**src/rtl/scratch_ram_ctrl.sv**
```systemverilog
// Single-port scratchpad RAM with a hardware clear sequencer, a registered read port and an auto-increment pointer.
// Read data arrives one clock after the strobe; accesses made while a clear runs are refused and flagged on drop.
module scratch_ram_ctrl #(
  parameter int                ADDR_W  = 6,
  parameter int                DATA_W  = 8,
  parameter logic [DATA_W-1:0] CLR_VAL = '0
) (
  input  logic              clk,
  input  logic              rst_n,
  input  logic              ena,
  input  logic              wr_en,
  input  logic              rd_en,
  input  logic [ADDR_W-1:0] addr,
  input  logic [DATA_W-1:0] wdata,
  input  logic              ptr_mode,
  input  logic              ptr_load,
  input  logic              clr_req,
  output logic [DATA_W-1:0] rdata,
  output logic              rdata_valid,
  output logic              busy,
  output logic [ADDR_W-1:0] ptr,
  output logic              drop
);

  localparam int DEPTH = 1 << ADDR_W;

  typedef enum logic {
    ST_CLEAR = 1'b0,
    ST_IDLE  = 1'b1
  } state_e;

  state_e              state_q, state_d;
  logic [ADDR_W-1:0]   clr_cnt_q, clr_cnt_d;
  logic [ADDR_W-1:0]   ptr_q, ptr_d;
  logic [DATA_W-1:0]   rdata_q, rdata_d;
  logic                vld_q, vld_d;
  logic                drop_q, drop_d;

  logic [DATA_W-1:0]   mem [DEPTH];
  logic                mem_we;
  logic [ADDR_W-1:0]   mem_wa;
  logic [DATA_W-1:0]   mem_wd;

  logic [ADDR_W-1:0]   ea;
  logic                acc_req;
  logic                acc_ok;

  // A pointer load always addresses the load value, regardless of mode.
  assign ea      = (ptr_load || !ptr_mode) ? addr : ptr_q;
  assign acc_req = wr_en | rd_en;
  assign acc_ok  = acc_req & (state_q == ST_IDLE);

  always_comb begin
    state_d   = state_q;
    clr_cnt_d = clr_cnt_q;
    ptr_d     = ptr_q;
    rdata_d   = rdata_q;
    vld_d     = 1'b0;
    drop_d    = drop_q;
    mem_we    = 1'b0;
    mem_wa    = ea;
    mem_wd    = wdata;

    if (ena) begin
      case (state_q)
        ST_CLEAR: begin
          mem_we    = 1'b1;
          mem_wa    = clr_cnt_q;
          mem_wd    = CLR_VAL;
          clr_cnt_d = clr_cnt_q + ADDR_W'(1);
          if (&clr_cnt_q) state_d = ST_IDLE;
          if (acc_req)    drop_d  = 1'b1;
        end
        ST_IDLE: begin
          mem_we = wr_en;
          if (rd_en) begin
            rdata_d = mem[ea];
            vld_d   = 1'b1;
          end
          if (clr_req) state_d = ST_CLEAR;
        end
        default: state_d = ST_CLEAR;
      endcase

      if (ptr_load) begin
        ptr_d = addr + ADDR_W'(acc_ok);
      end else if (ptr_mode && acc_ok) begin
        ptr_d = ptr_q + ADDR_W'(1);
      end
    end
  end

  always_ff @(posedge clk or negedge rst_n) begin
    if (!rst_n) begin
      state_q   <= ST_CLEAR;
      clr_cnt_q <= '0;
      ptr_q     <= '0;
      rdata_q   <= '0;
      vld_q     <= 1'b0;
      drop_q    <= 1'b0;
    end else begin
      state_q   <= state_d;
      clr_cnt_q <= clr_cnt_d;
      ptr_q     <= ptr_d;
      rdata_q   <= rdata_d;
      vld_q     <= vld_d;
      drop_q    <= drop_d;
    end
  end

  // Storage has no reset; the clear sequencer initialises it after every reset.
  always_ff @(posedge clk) begin
    if (mem_we) mem[mem_wa] <= mem_wd;
  end

  assign rdata       = rdata_q;
  assign rdata_valid = vld_q;
  assign busy        = (state_q == ST_CLEAR);
  assign ptr         = ptr_q;
  assign drop        = drop_q;

endmodule

```
**config.mk**
```make
export PLATFORM = sky130hd
export DESIGN_NAME = scratch_ram_ctrl
export DESIGN_NICKNAME = d
export VERILOG_FILES = /design/src/rtl/scratch_ram_ctrl.sv
export SDC_FILE = /design/constraint.sdc
export NUM_CORES = 1
export LEC_CHECK = 0
export CORE_MARGIN = 1
export CORE_UTILIZATION = 30
export CTS_CLUSTER_SIZE = 25
export DETAILED_ROUTE_END_ITERATION = 16
export GPL_ROUTABILITY_DRIVEN = 0
export PLACE_DENSITY = 0.54
export REMOVE_ABC_BUFFERS = 1
export SYNTH_ARGS = -nofsm -noshare
export SYNTH_HDL_FRONTEND = slang
export SYNTH_SLANG_ARGS = --single-unit
```
**constraint.sdc**
```tcl
create_clock -name clk -period 5.2 [get_ports clk]
set_input_delay 0.52 -clock clk [delete_from_list [all_inputs] [get_ports clk]]
set_output_delay 0.52 -clock clk [all_outputs]
set_load 0.02 [all_outputs]
```
; After elaboration in Yosys (flattened, before gate mapping)
; Memory sizes are Yosys's and may differ from the RTL's. A register that Yosys moved wholly into a read port is not among the register bits.
; Cells that the tools add are included.
; W data, S select, Z words.
[totals]
ff_bits = 15
ram_bits = 512
in_bits = 22
mem_count = 1
[memory_table]
columns = name, words, word_bits, read_ports, rd_clocked_by_memory_dff, wr, line
row1 = mem, 64, 8, 1, 1, 1, 39  ; logic [DATA_W-1:0] mem [DEPTH];
[op_classes]
addsub = 3
mux = 17
n_bitwise = 3
n_reduce_logical = 10
[op_table]
columns = cell, n
row1 = $mux W6, 5
row2 = $mux W8, 2
row3 = $add A6 B1 Y6 const B, 2
row4 = $mux W1, 8
row5 = $add A6 B1 Y6, 1
row6 = $reduce_and A3 Y1, 2
row7 = $reduce_and A6 Y1, 1
row8 = $pmux W1 S2, 2
row9 = $reduce_and A2 Y1, 2
row10 = $logic_not A1 Y1, 2
row11 = $reduce_bool A2 Y1, 1
row12 = $and A1 B1 Y1, 1
row13 = $logic_and A1 B1 Y1, 1
row14 = $logic_or A1 B1 Y1, 1
row15 = $not A1 Y1, 1
row16 = $or A1 B1 Y1, 1

; Depth between registers and ports, before layout
[logic_depth]
word_depth = 5
ltp_mapped = 12

; Worst setup path after synthesis
; OpenSTA, ideal clock, no wires.
[synth_timing]
path_kind = input-to-reg
startpoint = in ena
endpoint = mem mem[0][0], data pin
setup_ps = 514
arrival_ps = 2730
required_ps = 4686
slack_ps = 1956
cell_stages = 4
n_path_buf = 2
cell_sequence = clkbuf_1 > nor2b_1 > clkbuf_1 > nor2b_1
[synth_between]
elab_chain_len = 1
[synth_rtl]
columns = element, line
row1 = start: declaration, 10  ; input logic ena,
row2 = $mux W8, 64  ; if (ena) begin
row3 = via mem_wd[0], 42  ; logic [DATA_W-1:0] mem_wd;
row4 = end: declaration, 39
; The timed path passes the listed nets, and every way through them passes these cells.

; Final worst setup path
[layout_timing]
startpoint = in ptr_load
endpoint = mem mem[43][7] (enable)
[layout_between]
elab_chain_len = 4
[layout_rtl]
columns = element, line
row1 = start: declaration, 16  ; input logic ptr_load,
row2 = $logic_or A1 B1 Y1 (*), 49  ; assign ea = (ptr_load || !ptr_mode) ? addr : ptr_q;
row3 = $mux W6 (*), 49
row4 = $mux W6, 65  ; case (state_q)
row5 = $mux W6 (*), 64
; Every way passes the cells marked *; elsewhere a longest branch is shown, timed or not.

==> out/results.ini <==
[status]
status=completed

[sta]
skew_ns=0.0377
hold_viol_final=0
period_share_pct=70.2
holdWs_ns=0.296
finalMaxSlewViolations=0
tightest_slew_ns=1.03
setup_ws_ns=1.55
finalCriticalPeriod_ns=3.65
rsz0062_at_grt=no
fmax_ghz=0.274
tns_ns=0
slew_headroom_pct=31.4
setup_violations=0

[synth]
ys_types=62
seq_area_frac_synth_pct=73.2
yosysWarnings=0
synth_top_family_by_area=simple AND/OR/NAND/NOR gates
synth_edf_count=512
synth.avg_cell_area_um2=14.7
netlist_instances=1478
synth_common_cells=edfxtp_1, nand2_1, nor2_1, nand3_1, mux2i_1
synth_top_area_share_pct=70.6
synth_mux_area_share_pct=6.50
synth_xor_area_share_pct=0.362
ys_seq_elements=535
synth_fa_ha_area_share_pct=0.230
synthMostInstantiatedCell=edfxtp_1
synth_top_cell_by_area=edfxtp_1
synth_area_leaders=edfxtp_1, nand2_1, mux4_2, dfrtp_1, mux2i_1
synth_area_um2=21800
async_flop_share_pct=4.30
synthSimpleGateAreaFrac_pct=11.3
synthFlopType=edfxtp_1
synth_compound_area_share_pct=6.04

[die]
dieHeight_um=271
fp-row-count=98
core-area_um2=71600
dieArea_um2=73700
die_x_um=271
io_pins=39
start_util_pct=30.4

[critical_path]
critPathMaxFanout=14
cp.required_ns=5.41
r2r_end=mem[43][7]
endpoint_kind=flop
crit_type=in2reg
reg2reg_depth=6
crit_arrival_ns=3.86
path_cells=clkdlybuf4s50_1, buf_4, nand2b_1, mux2i_2, buf_4, nand2_1, o21ai_0, nand2_1, nor2_1
rrSetupSlack_ns=1.63
cp-endpoint=mem[43][7]
worstReg2RegStart=ptr[0]
cp-startpoint=ptr_load
cp_slowest_cell=nor2_1
cpPeakStageDelay_ns=0.87
crit_path_start_kind=input pin

[cts]
cts_buffers=56
clk_latency_ns=0.62
post-cts-setup-buffers=0
ctsResizeCount=0
clockBufferDepth=3
cts_tree=done
cts_htree_levels=2
cts_hold_buf=0
clockRootBuffer=clkbuf_16
path_clk_slew_ns=0.06
cts_sinks=535

[routing]
wl_per_cell_um=23.5
post_drt_via_cell_ratio=5.20
drtAntennaViolNets=0
drtIter0Drc=1530
wl_um=59200
drcViolationCount=0
first_pass_iters=8
vias=13100

[finish]
seqCellArea_um2=16000
fillers=6835
antennaDiodeCount=0
multiInputGateArea_um2=5430
drive_gt1_share_pct=11.6
fin_nets=1551
syn_to_final_growth_pct=15.5

[power_and_ir_drop]
vdd_drop_max_v=0.000268
p_per_area_nw_per_um2=417
p_leak_uw=0.00824

[grt]
top_usage_layer=met2
grt_antenna_before_repair=2
grtUsageMet3_pct=2.68
overflow=0
use_met1_pct=23.0
use_met2_pct=24.7
grt_pass1_wl_um=87600
first_global_vias=12900
track_usage_pct=16.0
grt_start_max_net_pins=140

[hold_path]
hold_class=in2async

[place]
dpl.hpwl_um=37200
port_buffers=38
place_ws_ns=0.942

[job]
cap_violations=0

==> cell usage in the layout (no fill, tap or decap), drive strengths merged, types with 2 or more instances in the layout <==
| cell | Yosys | routed |
|---|---|---|
| a21o | 2 | 2 |
| a21oi | 54 | 54 |
| a221oi | 14 | 14 |
| a22oi | 7 | 7 |
| a31o | 6 | 6 |
| a31oi | 21 | 21 |
| a32oi | 12 | 12 |
| and2 | 7 | 7 |
| and3 | 2 | 2 |
| buf | 52 | 32 |
| bufinv | 0 | 10 |
| clkbuf | 29 | 67 |
| clkdlybuf4s50 | 0 | 38 |
| clkinv | 0 | 25 |
| clkinvlp | 0 | 3 |
| dfrtp | 23 | 23 |
| edfxtp | 512 | 512 |
| ha | 4 | 4 |
| inv | 4 | 5 |
| mux2 | 2 | 2 |
| mux2i | 56 | 56 |
| mux4 | 37 | 37 |
| nand2 | 282 | 282 |
| nand2b | 13 | 13 |
| nand3 | 83 | 83 |
| nand3b | 2 | 2 |
| nand4 | 34 | 34 |
| nor2 | 106 | 106 |
| nor2b | 10 | 10 |
| nor3 | 10 | 10 |
| nor3b | 3 | 3 |
| o2111ai | 14 | 14 |
| o211ai | 17 | 17 |
| o21a | 4 | 4 |
| o21ai | 25 | 25 |
| o22ai | 4 | 4 |
| o31ai | 5 | 5 |
| xnor2 | 5 | 5 |
| xor2 | 4 | 4 |
==> power by group <==
part           internal (uW)  switching [uW]
Combinational            377             878
Sequential              4920             149
Clock                   2530            1650
Total                   7830            2680
==> layout make-up <==
cell class | count | share of cell area, %
Sequential cell | 535 | 63.4
Multi-Input combinational cell | 858 | 21.6
Clock buffer | 67 | 5.90
Tap cell | 950 | 4.72
Timing Repair Buffer | 70 | 2.57
Clock inverter | 39 | 1.81
Inverter | 4 | 0.0597
==> registers in the layout, indices dropped and copies added, names as in the netlist <==
name	flops
mem	512
clr_cnt_q	6
state_q	1
rdata_valid	1
ptr	6
rdata	8
drop	1
==> cell families after synthesis <==
family	after synthesis
adder cells (fa/ha/maj)	4
buffers and inverters	85
AND/OR/NAND/NOR	559
flip-flops	535
XOR/XNOR	9
AO/OA/AOI/OAI	191
multiplexers	95
==> routing by layer <==
layer  share of wire (%)  routed length (um)  vias to the layer above
met5               0.015                   9                        -
met3                 7.5                4440                       87
met2                  46               27100                      555
met4                 2.4                1400                        2
met1                  44               26300                     6737
li1                    -                   -                     5742
==> per-stage QoR <==
stage,util (%),power (uW),instances,instance area [um2]
after global placement,32.4,6400,2417,23200
after CTS,35.1,10600,2523,25200
after global routing,35.1,10800,2523,25200
final,35.1,10500,2523,25200
after detailed placement,32.4,6410,2417,23200
after floorplan,-,5840,1397,21300
==> how the worst min path moves through the flow <==
stage,start,endpoint,slack (ns),cells after the start
final,rst_n,rdata[6],0.30,2
after detailed placement,clr_cnt_q[5],clr_cnt_q[5],0.54,1
after global routing,rst_n,clr_cnt_q[5],0.33,2
after CTS,rst_n,clr_cnt_q[0],0.28,2
after global placement,clr_cnt_q[5],clr_cnt_q[5],0.54,1
after floorplan,rst_n,clr_cnt_q[0],0.22,0
==> critical path, delay by kind of cell <==
kind	cells	cell delay (ns)
multiplexers	1	0.31
buffers and inverters	3	0.91
AO/OA/AOI/OAI	1	0.12
AND/OR/NAND/NOR	4	1.99
Note: power is estimated with default switching activity, not from simulation.
